File: config.mk
export PLATFORM = sky130hd
export DESIGN_NAME = add_mult_pipe
export DESIGN_NICKNAME = d
export VERILOG_FILES = /design/src/rtl/add_mult_pipe.sv
export SDC_FILE = /design/constraint.sdc
export NUM_CORES = 1
export LEC_CHECK = 0
export BUFFER_PORTS_ARGS = -buffer_cell sky130_fd_sc_hd__buf_2
export CAP_MARGIN = 30
export CORE_UTILIZATION = 35
export CTS_BUF_LIST = sky130_fd_sc_hd__clkbuf_16
export CTS_CLUSTER_DIAMETER = 80
export DETAILED_ROUTE_END_ITERATION = 10
export SLEW_MARGIN = 20
export SYNTH_ARGS = -nofsm -noshare
export SYNTH_HDL_FRONTEND = slang
export SYNTH_SLANG_ARGS = --single-unit
File: constraint.sdc
create_clock -name clk -period 5.98 [get_ports clk]
set_input_delay 0.299 -clock clk [delete_from_list [all_inputs] [get_ports clk]]
set_output_delay 0.299 -clock clk [all_outputs]
set_load 0.02 [all_outputs]
File: src/rtl/add_mult_pipe.sv
// Elastic (a+b)*c pipeline with optional accumulate. A single global enable
// stalls every stage when the output register is full and not being drained.
module add_mult_pipe #(
  parameter int WIDTH       = 8,
  parameter int MULT_STAGES = 1,
  parameter int ACC_WIDTH   = 2*WIDTH+8
) (
  input  logic                 clk,
  input  logic                 rst,
  input  logic                 in_valid,
  output logic                 in_ready,
  input  logic [WIDTH-1:0]     in_a,
  input  logic [WIDTH-1:0]     in_b,
  input  logic [WIDTH-1:0]     in_c,
  input  logic [1:0]           in_mode,
  output logic                 out_valid,
  input  logic                 out_ready,
  output logic [ACC_WIDTH-1:0] out_data,
  output logic [WIDTH:0]       out_sum
);
  localparam int PW = 2*WIDTH+1;

  logic                 w_en;
  logic                 r_out_valid;
  logic [ACC_WIDTH-1:0] r_out_data;
  logic [WIDTH:0]       r_out_sum;
  logic [ACC_WIDTH-1:0] r_acc;

  assign w_en      = !r_out_valid || out_ready;
  assign in_ready  = w_en;
  assign out_valid = r_out_valid;
  assign out_data  = r_out_data;
  assign out_sum   = r_out_sum;

  logic             r_s1_valid;
  logic [WIDTH-1:0] r_s1_a, r_s1_b, r_s1_c;
  logic [1:0]       r_s1_mode;

  always_ff @(posedge clk) begin
    if (rst) begin
      r_s1_valid <= 1'b0;
      r_s1_a     <= '0;
      r_s1_b     <= '0;
      r_s1_c     <= '0;
      r_s1_mode  <= '0;
    end else if (w_en) begin
      r_s1_valid <= in_valid;
      r_s1_a     <= in_a;
      r_s1_b     <= in_b;
      r_s1_c     <= in_c;
      r_s1_mode  <= in_mode;
    end
  end

  logic             r_s2_valid;
  logic [WIDTH:0]   r_s2_sum;
  logic [WIDTH-1:0] r_s2_c;
  logic [1:0]       r_s2_mode;

  always_ff @(posedge clk) begin
    if (rst) begin
      r_s2_valid <= 1'b0;
      r_s2_sum   <= '0;
      r_s2_c     <= '0;
      r_s2_mode  <= '0;
    end else if (w_en) begin
      r_s2_valid <= r_s1_valid;
      r_s2_sum   <= {1'b0, r_s1_a} + {1'b0, r_s1_b};
      r_s2_c     <= r_s1_c;
      r_s2_mode  <= r_s1_mode;
    end
  end

  logic [PW-1:0] w_prod;
  assign w_prod = PW'(r_s2_sum) * PW'(r_s2_c);

  // Multiplier delay line; each stage's input is the previous stage's output.
  logic             r_m_valid [MULT_STAGES];
  logic [PW-1:0]    r_m_prod  [MULT_STAGES];
  logic [WIDTH:0]   r_m_sum   [MULT_STAGES];
  logic [1:0]       r_m_mode  [MULT_STAGES];
  logic             w_m_valid [MULT_STAGES];
  logic [PW-1:0]    w_m_prod  [MULT_STAGES];
  logic [WIDTH:0]   w_m_sum   [MULT_STAGES];
  logic [1:0]       w_m_mode  [MULT_STAGES];

  genvar gi;
  generate
    for (gi = 0; gi < MULT_STAGES; gi++) begin : g_mult
      if (gi == 0) begin : g_first
        assign w_m_valid[gi] = r_s2_valid;
        assign w_m_prod[gi]  = w_prod;
        assign w_m_sum[gi]   = r_s2_sum;
        assign w_m_mode[gi]  = r_s2_mode;
      end else begin : g_next
        assign w_m_valid[gi] = r_m_valid[gi-1];
        assign w_m_prod[gi]  = r_m_prod[gi-1];
        assign w_m_sum[gi]   = r_m_sum[gi-1];
        assign w_m_mode[gi]  = r_m_mode[gi-1];
      end
    end
  endgenerate

  always_ff @(posedge clk) begin
    for (int i = 0; i < MULT_STAGES; i++) begin
      if (rst) begin
        r_m_valid[i] <= 1'b0;
        r_m_prod[i]  <= '0;
        r_m_sum[i]   <= '0;
        r_m_mode[i]  <= '0;
      end else if (w_en) begin
        r_m_valid[i] <= w_m_valid[i];
        r_m_prod[i]  <= w_m_prod[i];
        r_m_sum[i]   <= w_m_sum[i];
        r_m_mode[i]  <= w_m_mode[i];
      end
    end
  end

  logic                 w_f_valid;
  logic [1:0]           w_f_mode;
  logic [ACC_WIDTH-1:0] w_f_ext;
  logic [ACC_WIDTH-1:0] w_acc_add;

  assign w_f_valid = r_m_valid[MULT_STAGES-1];
  assign w_f_mode  = r_m_mode[MULT_STAGES-1];
  assign w_f_ext   = ACC_WIDTH'(r_m_prod[MULT_STAGES-1]);
  assign w_acc_add = r_acc + w_f_ext;

  // Accumulator moves only when a valid beat enters the output register,
  // so a beat held during a stall is applied exactly once.
  always_ff @(posedge clk) begin
    if (rst) begin
      r_out_valid <= 1'b0;
      r_out_data  <= '0;
      r_out_sum   <= '0;
      r_acc       <= '0;
    end else if (w_en) begin
      r_out_valid <= w_f_valid;
      if (w_f_valid) begin
        r_out_sum <= r_m_sum[MULT_STAGES-1];
        case (w_f_mode)
          2'b01: begin
            r_acc      <= w_acc_add;
            r_out_data <= w_acc_add;
          end
          2'b10: begin
            r_acc      <= w_f_ext;
            r_out_data <= w_f_ext;
          end
          default: r_out_data <= w_f_ext;
        endcase
      end
    end
  end
endmodule

==> results of run 1 <==
[cells in the mapped netlist, types with 20 or more instances]
cell type / count
sky130_fd_sc_hd__a211oi_1: 26
sky130_fd_sc_hd__nor2_1: 63
sky130_fd_sc_hd__inv_1: 69
sky130_fd_sc_hd__ha_1: 64
sky130_fd_sc_hd__dfxtp_1: 105
sky130_fd_sc_hd__a21oi_1: 92
sky130_fd_sc_hd__mux2i_1: 22
sky130_fd_sc_hd__nand2_1: 169
sky130_fd_sc_hd__clkbuf_1: 49
sky130_fd_sc_hd__and2_1: 57
sky130_fd_sc_hd__edfxtp_1: 29
sky130_fd_sc_hd__and3_1: 22
sky130_fd_sc_hd__xnor2_1: 20
sky130_fd_sc_hd__fa_1: 44
[layout by cell type (no fill, tap or decap), types with 7 or more instances in the layout]
cell type	netlist	layout
sky130_fd_sc_hd__dfxtp_1	105	105
sky130_fd_sc_hd__fa_1	44	44
sky130_fd_sc_hd__inv_1	69	69
sky130_fd_sc_hd__nand3_1	9	9
sky130_fd_sc_hd__buf_2	3	63
sky130_fd_sc_hd__clkbuf_16	0	17
sky130_fd_sc_hd__o21ai_1	9	9
sky130_fd_sc_hd__a21o_1	10	10
sky130_fd_sc_hd__a211oi_1	26	26
sky130_fd_sc_hd__and3_1	22	22
sky130_fd_sc_hd__xor2_1	12	12
sky130_fd_sc_hd__ha_1	64	64
sky130_fd_sc_hd__nor2_1	63	63
sky130_fd_sc_hd__o21ai_0	16	16
sky130_fd_sc_hd__and2_1	57	57
sky130_fd_sc_hd__edfxtp_1	29	29
sky130_fd_sc_hd__a31oi_1	9	9
sky130_fd_sc_hd__mux2i_1	22	22
sky130_fd_sc_hd__nand2_1	169	169
sky130_fd_sc_hd__xnor2_1	20	20
sky130_fd_sc_hd__buf_4	0	11
sky130_fd_sc_hd__nor3_1	16	16
sky130_fd_sc_hd__nor2b_1	8	7
sky130_fd_sc_hd__a21oi_1	92	92
[flip-flops by register name (all words and copies together) (netlist names)]
signal      cells
out_data       24
r_acc          24
r_m_prod       17
out_sum         9
r_m_sum         9
r_s2_sum        9
r_s1_a          8
r_s1_b          8
r_s1_c          8
r_s2_c          8
r_m_mode        2
r_s1_mode       2
r_s2_mode       2
out_valid       1
r_m_valid       1
r_s1_valid      1
r_s2_valid      1
[routing by layer]
layer,wire length [um],up-vias,global-route usage [%]
li1,-,3502,-
met1,9460,3248,21.7
met2,9390,126,26.0
met3,781,14,3.01
met4,242,0,4.72
met5,0,-,0
[cells by family after synthesis]
logic type                 Yosys count  share of synthesized area [%]
muxes                               24                           2.78
adders and majority gates          108                           19.2
AOI/OAI and AO/OA                  209                           15.6
DFF                                134                           34.0
and+or+nand+nor                    370                           19.8
buffers and inverters              123                           5.33
xor gates and xnor gates            32                           3.21
[where the power goes]
part | switching, mW | total [mW] | leakage (nW) | internal [mW]
Sequential | 0.0411 | 1.00 | 1.21 | 0.963
Combinational | 0.134 | 0.226 | 2.92 | 0.0919
Clock | 0.421 | 1.04 | 0.282 | 0.615
Total | 0.596 | 2.27 | 4.42 | 1.67
[worst max path at each step]
| stage | from | endpoint | slack (ps) | depth (start not counted) |
|---|---|---|---|---|
| finish | r_s2_c[6] | r_m_prod[0][14] | 1330 | 14 |
| global route | r_s2_c[6] | r_m_prod[0][14] | 1080 | 14 |
| CTS | r_s2_c[6] | r_m_prod[0][14] | 1350 | 14 |
| detailed placement | r_s2_c[6] | r_m_prod[0][14] | 1380 | 14 |
| global placement | r_s2_c[6] | r_m_prod[0][12] | 1440 | 14 |
| floorplan | r_s2_c[7] | r_m_prod[0][14] | 1570 | 15 |
[worst max-delay path, delay by kind of cell (launching register included)]
kind                       cells  cell delay (ps)
adders and majority gates      5             2370
and+or+nand+nor                1              210
AOI/OAI and AO/OA              5             1070
muxes                          1              130
DFF                            1              510
buffers and inverters          2              100
[stage by stage]
step | util [%] | instance area (um2) | cells
finish | 40.7 | 9920 | 1377
CTS | 40.7 | 9920 | 1377
floorplan | - | 8740 | 1000
global placement | 38.3 | 9350 | 1345
global route | 40.7 | 9920 | 1377
detailed placement | 38.3 | 9350 | 1345
[cell type report]
| type | count | area, um2 |
|---|---|---|
| Fill cell | 2476 | 14500 |
| Timing Repair Buffer | 74 | 398 |
| Inverter | 70 | 263 |
| Clock buffer | 17 | 425 |
| Tap cell | 324 | 405 |
| Multi-Input combinational cell | 743 | 5310 |
| Sequential cell | 134 | 2970 |
| Clock inverter | 15 | 151 |
==> reports/results.ini, run 1 <==
[synthesis]
synth_top_area_share_pct = 24.1
postSynthAreaPerCell_um2 = 8.74
post_synth_num_cell_types = 63
postSynth.asyncResetShare_pct = 0
netlist_top_cells_area = sky130_fd_sc_hd__dfxtp_1, sky130_fd_sc_hd__fa_1, sky130_fd_sc_hd__edfxtp_1
ys_ff_latch = 134
ys.flop_type = sky130_fd_sc_hd__dfxtp_1
synth_enable_flop_cells = 29
yosysSeqAreaShare_pct = 34.0
syn_area_um2 = 8740
synth_cells = 1000
postSynthNetCount = 1138
synth_area_leader_cell = sky130_fd_sc_hd__dfxtp_1
yosysWarningCount = 0

[clock_tree]
max-clock-path-buffers = 2
ctsRootBufferMaster = sky130_fd_sc_hd__clkbuf_16
tritoncts = built
postCtsHoldBufs = 0
htree_levels = 4
cts_inserted_buffers = 17
numClockSinks = 134
clk-insertion-delay-late_ps = 430
post_cts.resized_instances = 0
clkTransAtPathRegs_ps = 60
setup_fix_bufs_post_cts = 0

[grt]
largest_net_degree_at_the_start_of_global_routing = 77
grt_overflow_total = 0
first_global_vias = 6407
wire_length_of_the_first_global_routing_pass_um = 33200
grt_antenna_before_repair = 0
globalRouteTotalUtil_pct = 16.1

[critical_path]
path_max_fanout = 10
endpoint_kind = flop
worstPathCellList = and2_1 > fa_1 > fa_1 > fa_1 > inv_1 > fa_1 > inv_1 > ha_1 > a211o_1 > a211oi_1 > o21bai_1 > a21oi_1 > o21ai_1 > mux2i_1
worst_setup_sp_type = flop
rr_endpoint = r_m_prod[0][14]
worst_ep_required_time_ps = 6140
crit_path_frequent_cell = sky130_fd_sc_hd__fa_1
critical_r2r_launch = r_s2_c[6]
worst-r2r-cell-count = 14
crit_type = reg2reg
arrival_time_at_the_worst_endpoint_ps = 4800
worst_path_largest_cell_delay_ps = 540
reg2reg_slack_ps = 1330
worst_path_max_delay_cell = sky130_fd_sc_hd__fa_1

[sta]
grt_setup_unrepaired = false
normalized_max_slew_margin_pct = 42.4
timing_max_transition_violations_final = 0
tightestPinTransition_ps = 862
max_freq_mhz = 215
setup_slack_ps = 1330
hold_viol_final = 0
setup-violations-final = 0
layout_worst_path_cycle_share_pct = 77.7
period_needed_ps = 4650
tns_ps = 0
fin_hold_ws_ps = 111
clock-skew-final_ps = 16.2

[pwr]
ir_worst_vdd_v = 0.000140
p_leak_nw = 4.42
totalPowerFinal_mw = 2.27
power.density_nw_per_um2 = 228

[placement]
routabilityCongestion = 0.854
post-dp-hpwl_um = 14500
dp_worst_setup_slack_ps = 1380
placement.io_buffers = 64

[floorplan]
die_area_um2 = 25600
placement_rows = 57
total_i_o_pin_count = 65
die-height_um = 160
floorplan.die.width_um = 160
initial_core_util_pct = 35.8
design.core.area_um2 = 24400

[min_path]
min_from = in_a[6]
hold-path-endpoint = r_s1_a[6]
hold_depth = 3
min_delay_path_class = in2reg

[route]
wirelength_um = 19900
dr_total_vias = 6890
drt_iter0_markers = 434
route.antenna.remaining_nets = 0
detailedRoute.firstPassIterationCount = 4
routed_wire_length_per_instance_um = 14.4
route.detailed.drc = 0
average_vias_per_placed_instance = 5.00

[cells_and_area]
antenna_cells = 0
finish.net_count = 1178
flow.area_growth_from_synthesis_pct = 13.6
post_route_cells_drive_above_1_share_pct = 11.4

[job]
drv_cap = 0

[status]
run_status = completed

Note: power is estimated with default switching activity, not from simulation.
==> run 2: changes to the inputs <==
--- a/config.mk
+++ b/config.mk
@@ -5,6 +5,7 @@
 export SDC_FILE = /design/constraint.sdc
 export NUM_CORES = 1
 export LEC_CHECK = 0
+export ABC_AREA = 1
 export BUFFER_PORTS_ARGS = -buffer_cell sky130_fd_sc_hd__buf_2
 export CAP_MARGIN = 30
 export CORE_UTILIZATION = 35
==> constraint.sdc (replaced) <==
create_clock -name clk -period 4.65 [get_ports clk]
set_input_delay 0.2325 -clock clk [delete_from_list [all_inputs] [get_ports clk]]
set_output_delay 0.2325 -clock clk [all_outputs]
set_load 0.02 [all_outputs]
==> reports/results.ini, run 2 <==
[critical_path]
worstPathBufferInverterCount = 3  ; +1
critical_path.top_delay_family = adder cells
critical_r2r_launch = r_s2_sum[2]
rr_endpoint = r_m_prod[0][16]
worst-r2r-cell-count = 17  ; +3
worst_ep_required_time_ps = 4830  ; -1310 ps
worstPathCellList = nand2_1 > fa_1 > fa_1 > inv_1 > fa_1 > inv_1 > fa_1 > inv_1 > ha_1 > a21oi_1 > o21ai_0 > nand2_1 > nand3_1 > a21oi_1 > nand2_1 > nand2_1 > nor2_1
worst_path_largest_cell_delay_ps = 550  ; about the same
endpoint_kind = flop
crit_type = reg2reg
path_max_fanout = 9  ; -1
worst_path_max_delay_cell = sky130_fd_sc_hd__fa_1
arrival_time_at_the_worst_endpoint_ps = 4590  ; -210 ps
reg2reg_slack_ps = 240  ; -1100 ps
worst_setup_sp_type = flop

[placement]
dp_worst_setup_slack_ps = 235  ; -1150 ps
detailed_place.area_um2 = 9770  ; +4.6%
post-dp-hpwl_um = 16700  ; +15%
placement.io_buffers = 64  ; unchanged
routabilityCongestion = 0.927  ; +8.6%

[synthesis]
post_synth_xor_area_fraction_pct = 0.857  ; -2.4 points
post_synth_num_cell_types = 43  ; -32%
syn_area_um2 = 9200  ; +5.3%
netlist_top_cells_area = sky130_fd_sc_hd__dfxtp_1, sky130_fd_sc_hd__nand2_1, sky130_fd_sc_hd__inv_1
ys.flop_type = sky130_fd_sc_hd__dfxtp_1
synth_top_area_share_pct = 22.8  ; -1.2 points
postSynth.asyncResetShare_pct = 0  ; unchanged
compound_gate_fraction_of_synth_area_pct = 13.2  ; -2.4 points
synthSimpleGateAreaFrac_pct = 23.0  ; +3.2 points
synth_enable_flop_cells = 29  ; unchanged
postSynthNetCount = 1400  ; +23%
yosysSeqAreaShare_pct = 32.3  ; -1.7 points
synth.area.mux_share_pct = 0  ; -2.8 points
ys_ff_latch = 134  ; unchanged
synth.cells.most_frequent = sky130_fd_sc_hd__nand2_1, sky130_fd_sc_hd__inv_1, sky130_fd_sc_hd__a21oi_1
synth_area_leader_cell = sky130_fd_sc_hd__dfxtp_1
yosysWarningCount = 0  ; unchanged
main_combinational_cell_family_by_area_after_synthesis = simple AND/OR/NAND/NOR gates
synth_cells = 1262  ; +26%
postSynthAreaPerCell_um2 = 7.29  ; -17%
post-synth-top-count-cell = sky130_fd_sc_hd__nand2_1
yosys.area_share.adder_pct = 18.3  ; -0.97 points

[route]
detailedRoute.firstPassIterationCount = 5  ; +1
route.antenna.remaining_nets = 0  ; unchanged
dr_total_vias = 7756  ; +13%
average_vias_per_placed_instance = 4.69  ; -6.3%
routed_wire_length_per_instance_um = 13.2  ; -8.3%
wirelength_um = 21900  ; +10%
route.detailed.drc = 0  ; unchanged
drt_iter0_markers = 381  ; -12%

[sta]
tns_ps = 0  ; unchanged
hold_viol_final = 0  ; unchanged
grt_setup_unrepaired = false
normalized_max_slew_margin_pct = 39.1  ; -3.3 points
setup_slack_ps = 236  ; -1100 ps
setup-violations-final = 0  ; unchanged
period_needed_ps = 4410  ; -232 ps
layout_worst_path_cycle_share_pct = 94.9  ; +17 points
max_freq_mhz = 227  ; +5.3%
clock-skew-final_ps = 18.4  ; +2.16 ps
tightestPinTransition_ps = 914  ; +52.0 ps
timing_max_transition_violations_final = 0  ; unchanged

[pwr]
switching_power_mw = 0.822  ; +38%
p_sw_share_pct = 28.1  ; +1.8 points
total_internal_power_mw = 2.10  ; +26%
power_frac_comb_pct = 10.6  ; +0.6 points
seqPwrFrac_pct = 44.0  ; -0.3 points
ir_worst_vdd_v = 0.000240  ; +71%
p_leak_nw = 5.43  ; +23%
p_clk_share_pct = 45.4  ; -0.3 points
power.density_nw_per_um2 = 280  ; +23%

[clock_tree]
setup_fix_bufs_post_cts = 0  ; unchanged
cts_inserted_buffers = 17  ; unchanged
tritoncts = built
max-clock-path-buffers = 2  ; unchanged
ctsRootBufferMaster = sky130_fd_sc_hd__clkbuf_16
clk-insertion-delay-late_ps = 430  ; about the same
clkTransAtPathRegs_ps = 70  ; about the same
numClockSinks = 134  ; unchanged
htree_levels = 4  ; unchanged

[cells_and_area]
total_non_filler_cell_area_in_the_finished_layout_um2 = 10400  ; +5.3%
flow.area_growth_from_synthesis_pct = 13.5  ; about the same
post_route_cells_drive_above_1_share_pct = 11.3  ; -0.075 points
n_fill_cell = 2629  ; +6.2%
commonest_cells_after_routing_fill_and_taps_aside = sky130_fd_sc_hd__nand2_1, sky130_fd_sc_hd__inv_1, sky130_fd_sc_hd__a21oi_1
fin_util_pct = 41.0  ; +0.33 points
antenna_cells = 0  ; unchanged
mostFrequentLayoutCell = sky130_fd_sc_hd__nand2_1
finish.net_count = 1450  ; +23%

[floorplan]
total_i_o_pin_count = 65  ; unchanged
design.core.area_um2 = 25500  ; +4.4%
initial_core_util_pct = 36.1  ; +0.30 points
placement_rows = 58  ; +1.8%
die-height_um = 164  ; +2.6%
die_area_um2 = 26900  ; +5.2%
floorplan.die.width_um = 164  ; +2.6%

[grt]
grt_antenna_before_repair = 0  ; unchanged
grt_overflow_total = 0  ; unchanged
largest_net_degree_at_the_start_of_global_routing = 56  ; -27%
wire_length_of_the_first_global_routing_pass_um = 36400  ; +9.5%
globalRouteTotalUtil_pct = 17.0  ; +0.97 points
first_global_vias = 7416  ; +16%

[min_path]
hold_depth = 3  ; unchanged
min_from = in_mode[0]
min_delay_path_class = in2reg
hold-path-endpoint = r_s1_mode[0]

[status]
run_status = completed

[job]
drv_cap = 0  ; unchanged

run 2: cell type report:
class,instances,area [um2],share of cell area (%)
Multi-Input combinational cell,834,5090,48.8
Sequential cell,134,2980,28.5
Inverter,245,920,8.80
Timing Repair Buffer,80,473,4.53
Clock buffer,17,425,4.07
Tap cell,330,413,3.95
Clock inverter,15,144,1.38
run 2: cells by family (layout without fill, tap and decap cells):
logic type	Yosys count	after routing
adders and majority gates	108	108
and+or+nand+nor	495	495
DFF	134	134
buffers and inverters	294	357
xor gates and xnor gates	9	9
AOI/OAI and AO/OA	222	222
run 2: stage by stage:
step / instances / power, mW / hold slack (ps)
5_1_grt: 1655 / 3.06 / 3.86
2_1_floorplan: 1262 / 1.53 / 345
6_report: 1655 / 2.93 / 9.26
3_5_place_dp: 1614 / 1.62 / 436
4_1_cts: 1654 / 2.95 / 0.0757
3_3_place_gp: 1614 / 1.61 / 430
run 2: repair_timing:
action	in CTS	in global routing
hold endpoints to repair	8	0
hold buffers	8	0
endpoints found under the setup margin	0	1
resized for setup	0	3
run 2: power by group through the flow:
stage          Clock, mW  Combinational, mW  Sequential (mW)
3_5_place_dp           0              0.307             1.31
6_report            1.33              0.310             1.29
4_1_cts             1.35              0.314             1.29
2_1_floorplan          0              0.235             1.29
5_1_grt             1.41              0.357             1.29
3_3_place_gp           0              0.303             1.31
run 2: worst max path at each step:
stage | start | end | depth (start not counted)
6_report | r_s2_sum[2] | r_m_prod[0][16] | 17
3_5_place_dp | r_s2_c[4] | r_m_prod[0][16] | 17
3_3_place_gp | r_s2_c[4] | r_m_prod[0][16] | 17
2_1_floorplan | r_s2_c[7] | r_m_prod[0][16] | 18
5_1_grt | r_s2_c[3] | r_m_prod[0][16] | 17
4_1_cts | r_s2_c[4] | r_m_prod[0][16] | 17
run 2: metal layers:
layer  track usage, %  wire length [um]  up-vias
met2             29.1             10600      142
met4             4.04               114        0
li1                 -                 -     4069
met1             22.1             10300     3537
met5                0                 0        -
met3             3.11               871        8
run 2: tightest hold or removal path, delay by kind of cell:
| kind | cells | cell delay (ps) |
|---|---|---|
| compound gates | 1 | 50 |
| simple gates | 1 | 40 |
| buf+inv | 1 | 80 |
